## src/rtl/bsw_pkg.sv

```systemverilog
// -----------------------------------------------------------------------------
// bsw_pkg
// Shared definitions for the banded Smith-Waterman systolic array controller:
// controller state encoding, the scoring constants used by the PE array and
// the width of the H (cell score) values returned by each PE.
// -----------------------------------------------------------------------------
package bsw_pkg;

   // Width of the H score produced by every PE.
   localparam int HW = 7;

   // Scoring scheme used by the PE array (affine gaps).
   localparam int SC_MATCH    = 2;
   localparam int SC_MISMATCH = -1;
   localparam int SC_GAP_OPEN = -2;
   localparam int SC_GAP_EXT  = -1;
   // Value the PE array loads into its I/D registers when idle.
   localparam int SC_ID_IDLE  = -128;

   typedef enum logic [1:0] {
      ST_IDLE   = 2'd0,
      ST_LOAD_Q = 2'd1,
      ST_RUN    = 2'd2,
      ST_DONE   = 2'd3
   } bsw_state_e;

endpackage

```

## src/rtl/bsw_array_ctrl_if.sv

```systemverilog
// -----------------------------------------------------------------------------
// bsw_array_ctrl_if
// Base stream feeding the controller: query bases first, then reference
// bases, one 2-bit base per in_valid & in_ready beat.
//   in_valid : source has a base on in_base
//   in_base  : 2-bit nucleotide code
//   in_ready : controller accepts the base this cycle
// Modports: master = stream source, slave = controller.
// -----------------------------------------------------------------------------
interface bsw_array_ctrl_if;

   logic       in_valid;
   logic [1:0] in_base;
   logic       in_ready;

   modport master (
      output in_valid,
      output in_base,
      input  in_ready
   );

   modport slave (
      input  in_valid,
      input  in_base,
      output in_ready
   );

endinterface

```

## src/rtl/bsw_max_tracker.sv

```systemverilog
// -----------------------------------------------------------------------------
// bsw_max_tracker
// Combinational running-maximum search across the NPE PE scores of one step.
// A PE score replaces the current best only when strictly greater, so on ties
// the incumbent best (an earlier step) wins, and within a step the lowest
// PE index wins.
// Ports:
//   i_valid [NPE]     : PE k holds a valid cell this step
//   i_h     [HW*NPE]  : H of PE k in bits [HW*k +: HW]
//   i_best  [HW]      : best score so far
//   o_hit             : some valid PE beats i_best
//   o_score [HW]      : new best score (equals i_best when no hit)
//   o_idx   [LW]      : PE index of the new best
// -----------------------------------------------------------------------------
module bsw_max_tracker
   import bsw_pkg::*;
#(
   parameter int NPE = 8,
   parameter int LW  = 8
) (
   input  logic [NPE-1:0]    i_valid,
   input  logic [HW*NPE-1:0] i_h,
   input  logic [HW-1:0]     i_best,
   output logic              o_hit,
   output logic [HW-1:0]     o_score,
   output logic [LW-1:0]     o_idx
);

   // NOTE: every output gets a default before the loop so no path leaves a
   // variable unassigned, which would otherwise infer a latch.
   always_comb begin
      o_hit   = 1'b0;
      o_score = i_best;
      o_idx   = '0;
      // NOTE: blocking assignments here so each iteration compares against the
      // value left by the previous one; this is a priority chain, not state.
      for (int k = 0; k < NPE; k++) begin
         if (i_valid[k] && (i_h[HW*k +: HW] > o_score)) begin
            o_hit   = 1'b1;
            o_score = i_h[HW*k +: HW];
            o_idx   = LW'(k);
         end
      end
   end

endmodule

```

## src/rtl/bsw_array_ctrl.sv

```systemverilog
// -----------------------------------------------------------------------------
// bsw_array_ctrl
// Controller for a linear systolic Smith-Waterman array of NPE PEs. PE k holds
// query base k; reference bases are shifted through the array one PE per
// step, so reference base j sits in PE k at step j+k. The controller loads the
// query, streams the reference, gates the array with step_en and tracks the
// best H seen over the whole job.
// Ports:
//   clk, rst_n          : clock, asynchronous active-low reset
//   start, q_len, r_len : job request (honoured in IDLE only)
//   base_if (slave)     : base stream in_valid / in_base / in_ready
//   pe_valid [NPE]      : PE k computes a real cell this step
//   pe_q, pe_r [2*NPE]  : query / reference base at PE k, bits [2k+1:2k]
//   step_en             : array advance enable
//   pe_h [HW*NPE]       : H output of PE k
//   busy, done          : job in progress / one-cycle completion pulse
//   best_score/row/col  : best H, its PE index and its reference index
// -----------------------------------------------------------------------------
module bsw_array_ctrl
   import bsw_pkg::*;
#(
   parameter int NPE = 8,
   parameter int LW  = 8
) (
   input  logic              clk,
   input  logic              rst_n,
   input  logic              start,
   input  logic [LW-1:0]     q_len,
   input  logic [LW-1:0]     r_len,
   bsw_array_ctrl_if.slave   base_if,
   output logic [NPE-1:0]    pe_valid,
   output logic [2*NPE-1:0]  pe_q,
   output logic [2*NPE-1:0]  pe_r,
   output logic              step_en,
   input  logic [HW*NPE-1:0] pe_h,
   output logic              busy,
   output logic              done,
   output logic [HW-1:0]     best_score,
   output logic [LW-1:0]     best_row,
   output logic [LW-1:0]     best_col
);

   // One extra bit so r_len+q_len-1 steps never wrap the step counter.
   localparam int TW = LW + 1;

   bsw_state_e       r_state;
   bsw_state_e       w_next_state;
   logic [LW-1:0]    r_q_len;
   logic [LW-1:0]    r_r_len;
   // Beat index in LOAD_Q, step index t in RUN.
   logic [TW-1:0]    r_t;
   logic [2*NPE-1:0] r_pe_q;
   logic [2*NPE-1:0] r_pe_r;
   logic [HW-1:0]    r_best_score;
   logic [LW-1:0]    r_best_row;
   logic [LW-1:0]    r_best_col;

   logic             w_run;
   logic             w_ref_left;
   logic             w_step_en;
   logic             w_beat;
   logic             w_last_beat;
   logic             w_last_step;
   logic [TW-1:0]    w_last_t;
   logic [1:0]       w_shift_in;
   logic [NPE-1:0]   w_pe_valid;
   logic             w_hit;
   logic [HW-1:0]    w_max_score;
   logic [LW-1:0]    w_max_idx;

   assign w_run       = (r_state == ST_RUN);
   assign w_ref_left  = (r_t < {1'b0, r_r_len});
   assign w_step_en   = w_run && (!w_ref_left || base_if.in_valid);
   assign w_beat      = (r_state == ST_LOAD_Q) && base_if.in_valid;
   assign w_last_beat = w_beat && (r_t == ({1'b0, r_q_len} - TW'(1)));
   assign w_last_t    = {1'b0, r_r_len} + {1'b0, r_q_len} - TW'(2);
   assign w_last_step = w_step_en && (r_t == w_last_t);
   // Once the reference is exhausted, zeros flush the remaining bases through.
   assign w_shift_in  = w_ref_left ? base_if.in_base : 2'b00;

   // The cell PE k works on during step t is (k, t-k); it is real only when
   // k is a loaded query slot and t-k names an existing reference base.
   always_comb begin
      w_pe_valid = '0;
      for (int k = 0; k < NPE; k++) begin
         if (w_step_en && (LW'(k) < r_q_len) && (r_t >= TW'(k)) &&
             ((r_t - TW'(k)) < {1'b0, r_r_len}))
            w_pe_valid[k] = 1'b1;
      end
   end

   bsw_max_tracker #(
      .NPE (NPE),
      .LW  (LW)
   ) u_max_tracker (
      .i_valid (w_pe_valid),
      .i_h     (pe_h),
      .i_best  (r_best_score),
      .o_hit   (w_hit),
      .o_score (w_max_score),
      .o_idx   (w_max_idx)
   );

   // NOTE: sequential state uses non-blocking assignments so every register
   // samples the pre-edge values, independent of statement order.
   always_ff @(posedge clk or negedge rst_n) begin
      if (!rst_n) r_state <= ST_IDLE;
      else        r_state <= w_next_state;
   end

   always_comb begin
      w_next_state = r_state;
      case (r_state)
         ST_IDLE: begin
            if (start)
               w_next_state = ((q_len == '0) || (r_len == '0)) ? ST_DONE : ST_LOAD_Q;
         end
         ST_LOAD_Q: if (w_last_beat) w_next_state = ST_RUN;
         ST_RUN:    if (w_last_step) w_next_state = ST_DONE;
         ST_DONE:   w_next_state = ST_IDLE;
         default:   w_next_state = ST_IDLE;
      endcase
   end

   // NOTE: the query and reference shift registers are reset along with the
   // control state because they drive outputs that must read 0 in reset; they
   // are a handful of flops, not a RAM.
   always_ff @(posedge clk or negedge rst_n) begin
      if (!rst_n) begin
         r_q_len      <= '0;
         r_r_len      <= '0;
         r_t          <= '0;
         r_pe_q       <= '0;
         r_pe_r       <= '0;
         r_best_score <= '0;
         r_best_row   <= '0;
         r_best_col   <= '0;
      end else begin
         case (r_state)
            ST_IDLE: begin
               if (start) begin
                  r_q_len      <= q_len;
                  r_r_len      <= r_len;
                  r_t          <= '0;
                  r_pe_q       <= '0;
                  r_pe_r       <= '0;
                  r_best_score <= '0;
                  r_best_row   <= '0;
                  r_best_col   <= '0;
               end
            end
            ST_LOAD_Q: begin
               if (w_beat) begin
                  for (int k = 0; k < NPE; k++) begin
                     if (r_t == TW'(k)) r_pe_q[2*k +: 2] <= base_if.in_base;
                  end
                  // Counter restarts at 0 to become the RUN step index.
                  r_t <= w_last_beat ? '0 : r_t + TW'(1);
               end
            end
            ST_RUN: begin
               if (w_step_en) begin
                  r_pe_r <= {r_pe_r[2*NPE-3:0], w_shift_in};
                  r_t    <= r_t + TW'(1);
                  if (w_hit) begin
                     r_best_score <= w_max_score;
                     r_best_row   <= w_max_idx;
                     r_best_col   <= LW'(r_t - {1'b0, w_max_idx});
                  end
               end
            end
            default: ;
         endcase
      end
   end

   assign base_if.in_ready = (r_state == ST_LOAD_Q) || (w_run && w_ref_left);
   assign step_en          = w_step_en;
   assign pe_valid         = w_pe_valid;
   assign pe_q             = r_pe_q;
   assign pe_r             = r_pe_r;
   assign busy             = (r_state != ST_IDLE);
   assign done             = (r_state == ST_DONE);
   assign best_score       = r_best_score;
   assign best_row         = r_best_row;
   assign best_col         = r_best_col;

endmodule

```

## src/flat_wrapper.sv

```systemverilog
// flat-port wrapper written by rule: the top's interface ports become plain ports
module bsw_array_ctrl_flat import bsw_pkg::*;
#(
   parameter int NPE = 8,
   parameter int LW  = 8
)
  (clk, rst_n, start, q_len, r_len, pe_valid, pe_q, pe_r, step_en, pe_h, busy, done, best_score, best_row, best_col, base_if_in_valid, base_if_in_base, base_if_in_ready);
  bsw_array_ctrl_if base_if_i ();
  input  logic clk;
  input  logic rst_n;
  input  logic start;
  input  logic [LW-1:0] q_len;
  input  logic [LW-1:0] r_len;
  output logic [NPE-1:0] pe_valid;
  output logic [2*NPE-1:0] pe_q;
  output logic [2*NPE-1:0] pe_r;
  output logic step_en;
  input  logic [HW*NPE-1:0] pe_h;
  output logic busy;
  output logic done;
  output logic [HW-1:0] best_score;
  output logic [LW-1:0] best_row;
  output logic [LW-1:0] best_col;
  input wire logic [$bits(base_if_i.in_valid)-1:0] base_if_in_valid;
  input wire logic [$bits(base_if_i.in_base)-1:0] base_if_in_base;
  output wire logic [$bits(base_if_i.in_ready)-1:0] base_if_in_ready;
  assign base_if_i.in_valid = base_if_in_valid;
  assign base_if_i.in_base = base_if_in_base;
  assign base_if_in_ready = base_if_i.in_ready;
  bsw_array_ctrl #(.NPE(NPE), .LW(LW)) u_core (.clk(clk), .rst_n(rst_n), .start(start), .q_len(q_len), .r_len(r_len), .base_if(base_if_i), .pe_valid(pe_valid), .pe_q(pe_q), .pe_r(pe_r), .step_en(step_en), .pe_h(pe_h), .busy(busy), .done(done), .best_score(best_score), .best_row(best_row), .best_col(best_col));
endmodule
```

## config.mk

```make
export PLATFORM = sky130hd
export DESIGN_NAME = bsw_array_ctrl_flat
export DESIGN_NICKNAME = d
export VERILOG_FILES = /design/src/rtl/bsw_pkg.sv /design/src/rtl/bsw_array_ctrl_if.sv /design/src/rtl/bsw_max_tracker.sv /design/src/rtl/bsw_array_ctrl.sv /design/src/flat_wrapper.sv
export SDC_FILE = /design/constraint.sdc
export NUM_CORES = 1
export LEC_CHECK = 0
export ABC_AREA = 1
export BUFFER_PORTS_ARGS = -buffer_cell sky130_fd_sc_hd__buf_2
export CORE_ASPECT_RATIO = 1.5
export CORE_UTILIZATION = 35
export DETAILED_ROUTE_END_ITERATION = 10
export GPL_TIMING_DRIVEN = 0
export SYNTH_ARGS = -nofsm -noshare
export SYNTH_HDL_FRONTEND = slang
export SYNTH_SLANG_ARGS = --single-unit
```

## constraint.sdc

```tcl
create_clock -name clk -period 16.4 [get_ports clk]
set_clock_uncertainty 0.15 [all_clocks]
set_input_delay 4.92 -clock clk [delete_from_list [all_inputs] [get_ports clk]]
set_output_delay 4.92 -clock clk [all_outputs]
set_load 0.02 [all_outputs]
```

Yosys cells after proc, flatten, opt, wreduce, memory -nomap -nowiden
Cells that the tools add are included.
Word-level totals
  flip-flop bits (word level): 82
  input bits: 78
  word-level logic and storage cells: 214
Cells by class
  add/subtract/negate cells: 12
  magnitude comparators: 32
  equal/unequal tests: 26
  muxes and demuxes: 66
  reduce and logical (&&, ||, !) cells: 62
Operators by type and width (count)
  8-bit 2-to-1 mux: 11
  7-bit 2-to-1 mux: 11
  9-bit by 8-bit less-than comparator with 1-bit output: 8
  16-bit one-hot mux with 2 select lines: 2
  7-bit > comparator: 8
  16-bit 2-to-1 mux: 3
  4-bit AND reduction: 10
  1-bit logical AND: 37
  9-bit by 3-bit equality test with 1-bit output, second input constant: 4
  9-bit by 3-bit greater-or-equal comparator with 1-bit output, second input constant: 4
  9-bit 2-to-1 mux: 4
  9-bit by 3-bit subtractor with 9-bit output, second input constant: 4
  3-bit by 8-bit less-than comparator with 1-bit output, first input constant: 4
  8-bit one-hot mux with 2 select lines: 2
  9-bit one-hot mux with 3 select lines: 1
  9-bit by 2-bit subtractor with 9-bit output, second input constant: 3
  2-bit 2-to-1 mux: 13
  2-bit by 1-bit != test with 1-bit output, second input constant: 10
  9-bit by 2-bit equality test with 1-bit output, second input constant: 2
  9-bit equality test: 2
  9-bit by 1-bit greater-or-equal comparator with 1-bit output, second input constant: 2
  9-bit by 2-bit greater-or-equal comparator with 1-bit output, second input constant: 2
  1-bit 2-to-1 mux: 17
  8-bit zero test: 2
  21 further kinds: 32

Logic depth before layout (Yosys ltp)
Gate-level depths: netlist of run 1.
  depth in word-level cells: 35
  gate-level depth with buffers: 94
  gate-level depth less buffers: 88

Hierarchy
From an unflattened synthesis of run 1, not the netlist that was laid out.
Unflattened totals
  cells, all modules: 1398
  area, all modules: 9803.2 µm²
Modules (own cells, without submodules)
  bsw_array_ctrl: instances 1, cells an instance 959, area an instance 7229.4 µm², seq. area each 2052.0 µm²
  bsw_max_tracker: instances 1, cells an instance 439, area an instance 2573.7 µm², seq. area each 0.0 µm²

Least setup slack after synthesis of run 1
Ideal clock, no wire load.
  path kind: in2reg
  from: in pe_h[2]
  to: reg u_core.r_best_col[4], in the netlist u_core.best_col[4]
  setup time: 118 ps
  arrival: 15756 ps
  required time: 16132 ps
  path slack: 376 ps
  stages on the path: 81
  buffers on the path: 6
  path through: ha_1 -> nand2_1 -> o21ai_0 -> nand2_1 -> nand2_1 -> nand2_1 -> inv_1 -> nand2_2 -> buf_4 -> o21ai_0 -> ha_1 -> a21oi_1 -> o21ai_0 -> nand3b_1 -> nand2_2 -> nand2_2 -> buf_2 -> nand2_1 -> [... 45 more ...] -> inv_1 -> nand2_1 -> and2_1 -> ha_1 -> a21oi_1 -> nor2_1 -> a211oi_1 -> a21oi_1 -> nand2_1 -> clkbuf_1 -> o21ai_0 -> ha_1 -> fa_1 -> o21ai_0 -> nor2_1 -> xor2_1 -> nand2_1 -> o21ai_2
Between the ends
  cells in the longest elaborated chain, start to end: 28
  elaborated cells between the ends (all ways): 44
Ends and longest elaborated chain
  from (decl): line flat_wrapper.sv:18  | input logic [HW*NPE-1:0] pe_h;
  7-bit > comparator: line bsw_max_tracker.sv:38  | if (i_valid[k] && (i_h[HW*k +: HW] > o_score)) begin
  1-bit logical AND: line bsw_max_tracker.sv:38
  7-bit 2-to-1 mux: line bsw_max_tracker.sv:38
  7-bit > comparator: line bsw_max_tracker.sv:38
  1-bit logical AND: line bsw_max_tracker.sv:38
  7-bit 2-to-1 mux: line bsw_max_tracker.sv:38
  7-bit > comparator: line bsw_max_tracker.sv:38
  1-bit logical AND: line bsw_max_tracker.sv:38
  [... 12 more ...]
  7-bit 2-to-1 mux: line bsw_max_tracker.sv:38
  7-bit > comparator: line bsw_max_tracker.sv:38
  1-bit logical AND: line bsw_max_tracker.sv:38
  8-bit 2-to-1 mux: line bsw_max_tracker.sv:38
  8-bit subtractor: line bsw_array_ctrl.sv:168  | r_best_col <= LW'(r_t - {1'b0, w_max_idx});
  8-bit 2-to-1 mux: line bsw_array_ctrl.sv:165  | if (w_hit) begin
  8-bit 2-to-1 mux: line bsw_array_ctrl.sv:162  | if (w_step_en) begin
  8-bit one-hot mux with 2 select lines: line bsw_array_ctrl.sv:139  | case (r_state)
  to (signal assigned): line bsw_array_ctrl.sv:168
  to (decl): line bsw_array_ctrl.sv:56  | logic [LW-1:0] r_best_col;
Several ways; a longest one is shown, not always the timed one. The select of a mux whose other input is x is not followed.
A chain may end at the register's enable or synchronous reset.

Worst setup path after layout of run 1
  from: in pe_h[4]
  to: reg u_core.r_best_col[7], in the netlist u_core.best_col[7]
The elaborated chain is that of the path after synthesis.

==> results of run 1 <==
[cell families after synthesis]
logic type / after synthesis / share of synthesized area (%)
AND/OR/NAND/NOR: 521 / 27.6
AO/OA/AOI/OAI: 221 / 14.6
buffers and inverters: 212 / 9.90
adder cells (fa/ha/maj): 142 / 20.1
flip-flops: 77 / 21.6
XOR/XNOR: 59 / 5.80
multiplexers: 3 / 0.351
other: 1 / 0.0421
[synthesized netlist by cell type (all sizes together)]
library cell	instances
o221a	2
mux2	1
clkinv	2
and2	14
inv	180
a211oi	4
conb	1
nand3b	4
xor2	49
nand4	16
nor2	104
o21a	12
o21ai	81
ha	140
o2111ai	2
or2	8
xnor2	10
mux2i	2
nor4	10
a2111oi	2
dfrtp	77
o31ai	2
nor3	13
a21o	4
a22oi	1
fa	2
nand2	262
a21oi	76
o211ai	1
a221o	1
buf	17
nor4b	1
nand3	87
clkbuf	13
o21bai	13
and3	2
a31oi	1
o22ai	19
[final cells by class]
type | count | area (µm²) | share of cell area [%]
multi-input combinational | 951 | 6710 | 58.8
tap | 328 | 410 | 3.59
buffer | 30 | 245 | 2.15
timing repair buffer | 184 | 1120 | 9.80
clock inverter | 6 | 68.8 | 0.602
clock buffer | 10 | 239 | 2.09
inverter | 182 | 703 | 6.15
sequential | 77 | 1930 | 16.9
[report_power, final]
group	leakage, µW	internal, µW	switching [µW]	total [µW]
clock	0.000149	123	85.6	209
combinational	0.00485	459	719	1180
sequential	0.00101	234	40.3	274
[per-stage QoR]
| step | cells | util (%) | area, µm² | power, µW |
|---|---|---|---|---|
| floorplan | 1240 | - | 8930 | 1050 |
| global placement | 1707 | 40.0 | 10000 | 1310 |
| detailed placement | 1708 | 40.2 | 10100 | 1340 |
| CTS | 1738 | 42.2 | 10600 | 1570 |
| global route | 1768 | 45.6 | 11400 | 1830 |
| finish | 1768 | 45.6 | 11400 | 1660 |
[worst max path at each step]
stage	to	slack (ps)	cells past startpoint
3_5_place_dp	u_core.best_col[6]$_DFFE_PN0P_	-2160	79
5_1_grt	u_core.best_col[7]$_DFFE_PN0P_	-250	86
6_report	u_core.best_col[7]$_DFFE_PN0P_	460	81
2_1_floorplan	u_core.best_col[4]$_DFFE_PN0P_	380	81
3_3_place_gp	u_core.best_col[6]$_DFFE_PN0P_	-2040	79
4_1_cts	u_core.best_col[6]$_DFFE_PN0P_	7	82
[registers in the layout, indices dropped and copies added (netlist names)]
| signal | count |
|---|---|
| u_core.r_q_len | 8 |
| u_core.r_r_len | 8 |
| u_core.pe_q | 16 |
| u_core.best_score | 7 |
| u_core.r_state | 2 |
| u_core.best_col | 8 |
| u_core.best_row | 3 |
| u_core.r_t | 9 |
| u_core.pe_r | 16 |
[worst min-delay path, cell delays in order (launching register included)]
cell     delay, ps
dfrtp_1        340
nand2_1         60
o21ai_2         50
[routing by layer]
layer / part of all wire [%] / vias up
met4: 6.0 / 0
met5: 0 / -
met1: 37 / 4245
met2: 54 / 244
li1: - / 4491
met3: 3.4 / 98
[what timing repair did]
| item | CTS | global route |
|---|---|---|
| pin swaps | 10 | 73 |
| setup buffers | 13 | 26 |
| cloned | 1 | 4 |
| gates resized for setup | 38 | 132 |
| endpoints found under the setup margin | 18 | 18 |
| hold buffers | 0 | 0 |
| hold endpoints to repair | 0 | 0 |
[cell usage in the layout, fill, tap and decap left out, types with 5 or more instances in the layout]
cell / n
buf_8: 6
xor2_1: 49
inv_1: 167
conb_1: 5
buf_6: 6
inv_2: 7
o21a_1: 11
or2_2: 7
nor3_1: 12
nand2_2: 30
dfrtp_1: 77
nand3_2: 15
nor2_4: 9
nand3_1: 71
buf_2: 138
o21ai_1: 11
o21ai_0: 47
a21oi_2: 19
a21oi_1: 57
o21ai_2: 21
ha_1: 121
nor2_2: 15
o21bai_1: 12
nor2_1: 79
ha_4: 19
clkbuf_1: 11
o22ai_1: 19
nor4_1: 10
nand2_4: 12
and2_1: 9
nand4_1: 15
nand2_1: 219
buf_4: 45
and2_4: 5
clkbuf_16: 12
xnor2_1: 10
==> results.tsv, run 1 <==
stage	metric	value	unit
run_status	status	finished clean	
power	Leak	0.00600	µW
timing	relative slew slack	23.9	%
clock_tree	Clock Sinks	77	
detailed_routing	drt total wl	30500	µm
setup_path	CP startpoint	pe_h[4]	
setup_path	CP Max Fanout	7	
logic_synthesis	register area share after synthesis	21.6	%
setup_path	Critical-path top delay cell	ha_4	
timing	final hold vios	0	
clock_tree	CTS buffer count	9	
clock_tree	clk_lat worst skew	350	ps
global_routing	met3 usage	2.36	%
global_routing	met1 global-route usage	23.4	%
power	worst vdd ir	66.1	µV
timing	Fmax	62.7	MHz
global_routing	initial antenna violation count	0	
setup_path	Required @ worst endpoint	16530	ps
global_routing	GRT Total Usage	22.6	%
floorplan	die area	26100	µm²
setup_path	CP Data Arrival Time	16060	ps
clock_tree	clock root buffer	clkbuf_16	
floorplan	Rows	71	
detailed_routing	DR WL/cell	17.3	µm
detailed_routing	Antenna Nets Post-Route	0	
timing	PnR worst setup slack	463	ps
logic_synthesis	cell taking the most area after synthesis	dfrtp_1	
logic_synthesis	average cell area after synthesis	7.21	µm²
floorplan	die height	197	µm
global_routing	met2 Use GR	43.9	%
placed_design	Port Buffers	139	
floorplan	Die X	132	µm
setup_path	critical path's top delay family	simple AND/OR/NAND/NOR gates	
placed_design	GP Congestion	0.936	
timing	max-slew violations	0	
timing	Final setup viols	0	
setup_path	Critical Path Source Type	input pin	
floorplan	Top Ports	145	
setup_path	critical path class	in -> reg	
setup_path	CP Buf/Inv Count	14	
detailed_routing	DRC	0	
timing	part of the cycle the worst path needs	97.2	%
power	power per cell area	145	nW/µm²
layout	share of layout cells above drive strength 1	27.7	%
setup_path	R2R setup slack	3520	ps
clock_tree	clock transition at the registers of the reported paths	60	ps
global_routing	total grt overflow	0	
setup_path	Top cell by count, worst path	nand2_2	
logic_synthesis	Yosys warnings	0	
clock_tree	htree depth	3	
setup_path	slowest cell delay on critical path	300	ps
detailed_routing	DRT Pass-1 Iters	4	
hold_path	WHS Path Cells	2	
clock_tree	CTS tree	yes	
placed_design	DP Wirelength	24400	µm
timing	fin crit period	15940	ps
layout	nets	1655	
timing	Setup TNS	0	ps
run	max_cap viols	0	
setup_path	Worst R2R End	u_core.best_col[7]$_DFFE_PN0P_	
layout	n_diodes	0	
detailed_routing	Via density	5.13	
layout	fillcell total	2577	
logic_synthesis	area share of the leading cell type in the synthesized netlist	21.6	%
floorplan	Starting Density	35.6	%
global_routing	first-pass GRT wire length	45900	µm
global_routing	vias in the first global route	8912	
setup_path	Reg2Reg Depth	85	
detailed_routing	total number of vias	9078	
logic_synthesis	#FFs+latches synth	77	
setup_path	r2r startpoint	u_core.r_t[2]$_DFFE_PN0P_	
clock_tree	CTS Buffer Depth	2	
hold_path	worst min path class	reg -> reg	
placed_design	pre-CTS WS	-2160	ps
hold_path	worst hold endpoint	u_core.best_col[7]$_DFFE_PN0P_	
logic_synthesis	top post-synthesis cells by area	dfrtp_1, ha_1, nand2_1	
global_routing	largest net degree at the start of global routing	55	
setup_path	Worst Setup End Kind	flop	
timing	Fin Hold WS	331	ps
global_routing	layer with the highest usage	met2	
layout	synth-to-layout area growth	28.2	%
timing	Slew @ Worst Pin	1130	ps
logic_synthesis	Synth Instances	1236	
logic_synthesis	Post-Syn Area	8910	µm²
logic_synthesis	Synth cell types	57	
hold_path	hold path startpoint	u_core.best_col[7]$_DFFE_PN0P_	
floorplan	core box area	25100	µm²
detailed_routing	initial DRC count	410	
(Power assumes the default switching activity.)
==> inputs of run 2 (changes only) <==
Settings changed: CELL_PAD_IN_SITES_DETAIL_PLACEMENT set to 1, CELL_PAD_IN_SITES_GLOBAL_PLACEMENT set to 1, PLACE_DENSITY_LB_ADDON set to 0.1.
==> run 2 against run 1 <==
Against the previous run: worst setup slack better by 170 ps; die area unchanged; power about the same; hold slack got worse by 2.5 ps; critical path type unchanged.
==> results.tsv, run 2 (same netlist as run 1, synthesis figures left out) <==
stage	metric	value	unit	change
power	clock network power share	11.7	%	was 12.6%
hold_path	WHS Path Cells	2		unchanged
timing	Slew @ Worst Pin	1160	ps	was 1130 ps
detailed_routing	DRC	0		unchanged
setup_path	critical path class	in -> reg		unchanged
layout	final core occ	45.2	%	was 45.6%
placed_design	DP Wirelength	27100	µm	was 24400 µm
floorplan	core box area	25100	µm²	unchanged
timing	relative slew slack	22.2	%	was 23.9%
setup_path	CP Max Fanout	10		was 7
floorplan	Die X	132	µm	unchanged
setup_path	R2R setup slack	3570	ps	was 3520 ps
power	Int Power	792	µW	was 816 µW
detailed_routing	drt total wl	33100	µm	was 30500 µm
clock_tree	CTS Buffer Depth	2		unchanged
power	switching power	868	µW	was 844 µW
setup_path	Required @ worst endpoint	16520	ps	was 16530 ps
run_status	status	finished clean		unchanged
setup_path	Worst R2R End	u_core.best_col[3]$_DFFE_PN0P_		was u_core.best_col[7]$_DFFE_PN0P_
timing	final hold vios	0		unchanged
detailed_routing	Antenna Nets Post-Route	0		unchanged
setup_path	critical path's top delay family	simple AND/OR/NAND/NOR gates		unchanged
timing	Final setup viols	0		unchanged
hold_path	worst min path class	reg -> reg		unchanged
clock_tree	CTS tree	yes		unchanged
layout	n_diodes	0		unchanged
power	power per cell area	147	nW/µm²	was 145 nW/µm²
layout	synth-to-layout area growth	26.9	%	was 28.2%
layout	commonest non-fill, non-tap cell in the layout	nand2_1		unchanged
detailed_routing	total number of vias	9100		was 9078
run	max_cap viols	0		unchanged
detailed_routing	initial DRC count	315		was 410
layout	Post-Layout Cell Count	1769		was 1768
layout	share of layout cells above drive strength 1	26.6	%	was 27.7%
detailed_routing	Via density	5.14		was 5.13
layout	fillcell total	3206		was 2577
timing	max-slew violations	0		unchanged
timing	Fmax	63.4	MHz	was 62.7 MHz
setup_path	Reg2Reg Depth	81		was 85
detailed_routing	DRT Pass-1 Iters	4		unchanged
hold_path	worst hold endpoint	u_core.best_col[7]$_DFFE_PN0P_		unchanged
clock_tree	htree depth	3		unchanged
setup_path	Critical-path top delay cell	ha_4		unchanged
setup_path	Critical Path Source Type	input pin		unchanged
clock_tree	CTS buffer count	9		unchanged
setup_path	CP Data Arrival Time	15890	ps	was 16060 ps
clock_tree	clock transition at the registers of the reported paths	60	ps	about the same
setup_path	CP Buf/Inv Count	14		unchanged
global_routing	GRT Total Usage	25.2	%	was 22.6%
power	Comb pwr share	71.7	%	was 70.9%
floorplan	die height	197	µm	unchanged
layout	nets	1656		was 1655
power	Net Sw Frac	52.3	%	was 50.8%
setup_path	Top cell by count, worst path	nand2_1		was nand2_2
floorplan	Top Ports	145		unchanged
power	worst vdd ir	88.2	µV	was 66.1 µV
floorplan	Starting Density	35.6	%	unchanged
placed_design	Port Buffers	139		unchanged
clock_tree	clk_lat worst skew	340	ps	was 350 ps
floorplan	die area	26100	µm²	unchanged
detailed_routing	DR WL/cell	18.7	µm	was 17.3 µm
power	Sequential Power Share	16.6	%	was 16.5%
placed_design	dpl cells	1708		unchanged
global_routing	initial antenna violation count	0		unchanged
clock_tree	hold_buf cts	0		unchanged
global_routing	vias in the first global route	9558		was 8912
global_routing	total grt overflow	0		unchanged
timing	part of the cycle the worst path needs	96.2	%	was 97.2%
global_routing	largest net degree at the start of global routing	42		was 55
setup_path	slowest cell delay on critical path	290	ps	was 300 ps
floorplan	Rows	71		unchanged
global_routing	first-pass GRT wire length	50500	µm	was 45900 µm
placed_design	GP Congestion	0.933		was 0.936
setup_path	Worst Setup End Kind	flop		unchanged
layout	commonest non-fill, non-tap cells in the layout	nand2_1, inv_1, buf_2		unchanged
clock_tree	Clock Sinks	77		unchanged
hold_path	hold path startpoint	u_core.best_col[7]$_DFFE_PN0P_		unchanged
clock_tree	clock root buffer	clkbuf_16		unchanged
power	Leak	0.00596	µW	was 0.00600 µW
timing	fin crit period	15770	ps	was 15940 ps
setup_path	r2r startpoint	u_core.r_t[3]$_DFFE_PN0P_		was u_core.r_t[2]$_DFFE_PN0P_
==> run 2: how the worst max path moves through the flow <==
stage          slack (ps)                        endpoint  startpoint  cells past startpoint
3_3_place_gp        -2110  u_core.best_col[4]$_DFFE_PN0P_     pe_h[6]                     78
4_1_cts                20  u_core.best_col[3]$_DFFE_PN0P_     pe_h[2]                     85
6_report              630  u_core.best_col[3]$_DFFE_PN0P_     pe_h[2]                     83
3_5_place_dp        -2210  u_core.best_col[6]$_DFFE_PN0P_     pe_h[6]                     79
2_1_floorplan         380  u_core.best_col[4]$_DFFE_PN0P_     pe_h[2]                     81
5_1_grt              -140  u_core.best_col[3]$_DFFE_PN0P_     pe_h[2]                     89
==> run 2: power groups by stage <==
stage / Clock [µW] / Sequential [µW] / Combinational, µW
floorplan: 0 / 291 / 761
global placement: 0 / 277 / 1070
detailed placement: 0 / 279 / 1110
CTS: 200 / 275 / 1130
global route: 206 / 281 / 1340
finish: 195 / 275 / 1190
==> run 2: worst register-to-register path: cells and delay by family (launching register included) <==
family	cells	cell delay [ps]
buffers and inverters	15	2580
AO/OA/AOI/OAI	17	2580
adder cells (fa/ha/maj)	9	2280
flip-flops	1	440
AND/OR/NAND/NOR	38	4340
XOR/XNOR	2	380
==> run 2: cell type report <==
type                            instances  area (µm²)  share of cell area (%)
Sequential cell                        77        1930                    17.0
Timing Repair Buffer                  185        1110                    9.82
Tap cell                              328         410                    3.63
Inverter                              182         696                    6.15
Clock buffer                            9         225                    1.99
Buffer                                 30         241                    2.13
Multi-Input combinational cell        951        6640                    58.7
Clock inverter                          7        58.8                   0.520
==> run 2: metrics by stage <==
stage	instance area (µm²)	hold WS (ps)	TNS (ps)	total power, µW	setup WS [ps]
2_1_floorplan	8930	381	0	1050	376
3_3_place_gp	10000	311	-25290	1350	-2110
3_5_place_dp	10100	317	-26810	1380	-2210
4_1_cts	10600	333	0	1610	16.6
5_1_grt	11300	345	-505	1830	-145
6_report	11300	329	0	1660	631
==> run 2: repair_timing <==
item                                    CTS  global route
resized for setup                        46            93
endpoints found under the setup margin   18            18
hold endpoints to repair                  0             0
buffers inserted                         18            24
pin swaps                                14            49
cloned                                    0             3
==> run 2: metal layers <==
metal	vias up	global-route usage [%]	share of wire, %
met2	188	50.5	55
li1	4484	-	-
met4	0	13.3	4.8
met1	4350	25.3	37
met3	78	2.54	2.9
met5	-	0	0
==> inputs of run 3 (changes only) <==
Settings changed: BUFFER_PORTS_ARGS -buffer_cell sky130_fd_sc_hd__buf_2 to -buffer_cell sky130_fd_sc_hd__clkbuf_2.
==> run 3 against run 2 <==
Against the previous run: first-iteration DRC count down 22%; routed wire length down 0.48%; clock power grew 15%; sequential cell count unchanged; global-route usage up 0.20 points; power is 1.4% higher; cell count is 0.17% lower; maximum frequency up 0.52%; register-to-register slack improved by 160 ps; via count fell by 0.43%; non-clock buffer count shrank 3.
==> results.tsv, run 3 (same netlist as run 1, synthesis figures left out) <==
stage	metric	value	unit	change
clock_tree	CTS Buffer Depth	2		unchanged
timing	relative slew slack	21.2	%	was 22.2%
detailed_routing	initial DRC count	245		was 315
timing	part of the cycle the worst path needs	95.6	%	was 96.2%
layout	Post-Layout Cell Count	1766		was 1769
power	worst vdd ir	75.0	µV	was 88.2 µV
setup_path	Top cell by count, worst path	nand2_1		unchanged
timing	final hold vios	0		unchanged
layout	synth-to-layout area growth	27.1	%	was 26.9%
placed_design	DP Wirelength	27000	µm	was 27100 µm
detailed_routing	Via density	5.13		was 5.14
global_routing	total grt overflow	0		unchanged
layout	nets	1653		was 1656
setup_path	CP Data Arrival Time	15810	ps	was 15890 ps
layout	commonest non-fill, non-tap cells in the layout	nand2_1, inv_1, clkbuf_2		was nand2_1, inv_1, buf_2
detailed_routing	DRC	0		unchanged
timing	PnR worst setup slack	714	ps	was 631 ps
setup_path	Setup crit end	u_core.best_col[3]$_DFFE_PN0P_		unchanged
timing	Fmax	63.7	MHz	was 63.4 MHz
run	max_cap viols	0		unchanged
floorplan	Die X	132	µm	unchanged
setup_path	critical path class	in -> reg		unchanged
clock_tree	clock transition at the registers of the reported paths	70	ps	was 60 ps
clock_tree	clk_lat worst skew	350	ps	was 340 ps
setup_path	R2R setup slack	3730	ps	was 3570 ps
floorplan	die area	26100	µm²	unchanged
setup_path	Required @ worst endpoint	16530	ps	was 16520 ps
layout	share of layout cells above drive strength 1	26.6	%	about the same
setup_path	Critical Path Source Type	input pin		unchanged
clock_tree	htree depth	3		unchanged
global_routing	vias in the first global route	9599		was 9558
detailed_routing	total number of vias	9061		was 9100
detailed_routing	DRT Pass-1 Iters	4		unchanged
setup_path	Worst R2R End	u_core.best_col[3]$_DFFE_PN0P_		unchanged
placed_design	placed cell area	10100	µm²	about the same
run_status	status	finished clean		unchanged
layout	n_diodes	0		unchanged
setup_path	Worst Setup End Kind	flop		unchanged
detailed_routing	DR WL/cell	18.6	µm	was 18.7 µm
layout	commonest non-fill, non-tap cell in the layout	nand2_1		unchanged
floorplan	Top Ports	145		unchanged
timing	fin crit period	15690	ps	was 15770 ps
placed_design	GP Congestion	0.953		was 0.933
detailed_routing	drt total wl	32900	µm	was 33100 µm
global_routing	largest net degree at the start of global routing	59		was 42
global_routing	initial antenna violation count	0		unchanged
timing	Final setup viols	0		unchanged
setup_path	slowest cell delay on critical path	340	ps	was 290 ps
setup_path	critical path's top delay family	simple AND/OR/NAND/NOR gates		unchanged
setup_path	critical path depth	85		was 83
placed_design	pre-CTS WS	-2160	ps	was -2210 ps
placed_design	dpl cells	1708		unchanged
floorplan	Rows	71		unchanged
floorplan	core box area	25100	µm²	unchanged
setup_path	CP startpoint	pe_h[4]		was pe_h[2]
timing	Slew @ Worst Pin	1170	ps	was 1160 ps
layout	fillcell total	3210		was 3206
clock_tree	clock root buffer	clkbuf_16		unchanged
clock_tree	CTS tree	yes		unchanged
setup_path	Critical-path top delay cell	ha_1		was ha_4
hold_path	worst min path class	reg -> reg		unchanged
placed_design	Port Buffers	139		unchanged
timing	Fin Hold WS	342	ps	was 329 ps
setup_path	Reg2Reg Depth	83		was 81
global_routing	GRT Total Usage	25.4	%	was 25.2%
detailed_routing	Antenna Nets Post-Route	0		unchanged
power	Leak	0.00593	µW	was 0.00596 µW
layout	post-route cell area	11300	µm²	about the same
global_routing	first-pass GRT wire length	51000	µm	was 50500 µm
floorplan	die height	197	µm	unchanged
power	power per cell area	149	nW/µm²	was 147 nW/µm²
setup_path	CP Buf/Inv Count	17		was 14
timing	max-slew violations	0		unchanged
layout	area of the multi-input gates	6630	µm²	was 6640 µm²
clock_tree	Clock Sinks	77		unchanged
layout	register area	1930	µm²	unchanged
floorplan	Starting Density	35.6	%	unchanged
clock_tree	CTS buffer count	9		unchanged
timing	Setup TNS	0	ps	unchanged
setup_path	CP Max Fanout	10		unchanged
setup_path	r2r startpoint	u_core.r_t[3]$_DFFE_PN0P_		unchanged
==> run 3: changes by cell type in the layout (fill, tap and decap cells not counted), moves of 4 or more <==
| cell | before | now |
|---|---|---|
| nand2_2 | 23 | 27 |
| ha_1 | 117 | 121 |
| clkbuf_2 | 0 | 138 |
| ha_4 | 22 | 18 |
| nand2_1 | 229 | 224 |
| buf_2 | 138 | 0 |
==> run 3: repair_timing <==
action                                  4_1_cts  5_1_grt
setup buffers                                18       21
endpoints found under the setup margin       18       18
gates resized for setup                      46      105
hold buffers                                  0        0
gates cloned                                  0        3
pin swaps                                     9       57
==> run 3: worst min-delay path by stage <==
stage	startpoint	end	slack, ps	cells after the start
after floorplan	u_core.r_state[0]$_DFFE_PN0P_	u_core.r_state[0]$_DFFE_PN0P_	380	2
after global placement	u_core.pe_q[1]$_DFFE_PN0P_	u_core.pe_q[1]$_DFFE_PN0P_	320	2
after detailed placement	u_core.best_row[1]$_DFFE_PN0P_	u_core.best_row[1]$_DFFE_PN0P_	330	2
after CTS	u_core.best_row[1]$_DFFE_PN0P_	u_core.best_row[1]$_DFFE_PN0P_	350	2
after global routing	u_core.pe_q[1]$_DFFE_PN0P_	u_core.pe_q[1]$_DFFE_PN0P_	360	2
final	u_core.pe_q[1]$_DFFE_PN0P_	u_core.pe_q[1]$_DFFE_PN0P_	340	2
==> run 3: stage by stage <==
stage / utilization (%) / total power [µW]
after floorplan: - / 1050
after global routing: 45.2 / 1860
final: 45.2 / 1680
after CTS: 42.4 / 1640
after global placement: 40.0 / 1350
after detailed placement: 40.2 / 1380
==> run 3: worst register-to-register path: cells and delay by family (launching register included) <==
kind | cells | cell delay (ps)
adder cells (fa/ha/maj) | 9 | 2360
AO/OA/AOI/OAI | 15 | 2160
flip-flops | 1 | 440
buffers and inverters | 17 | 2670
AND/OR/NAND/NOR | 40 | 4470
XOR/XNOR | 2 | 360
==> run 3: area by class of cell <==
type | count | share of cell area, %
multi-input combinational | 951 | 58.6
sequential | 77 | 17.0
timing repair buffer | 182 | 9.57
inverter | 182 | 6.17
tap | 328 | 3.62
buffer | 30 | 2.21
clock buffer | 10 | 2.02
clock inverter | 6 | 0.829
==> run 3: power by group <==
part           switching, µW  leakage, µW  internal, µW  total [µW]
clock                   88.7     0.000154           135         224
sequential              41.1      0.00101           234         275
combinational            734      0.00477           451        1180
==> run 3: routing by layer <==
layer	global-route usage (%)	wire (µm)	vias to the layer above
met2	51.3	18600	157
met5	0	0	-
met3	2.28	855	68
li1	-	-	4475
met1	26.0	12100	4361
met4	11.5	1390	0
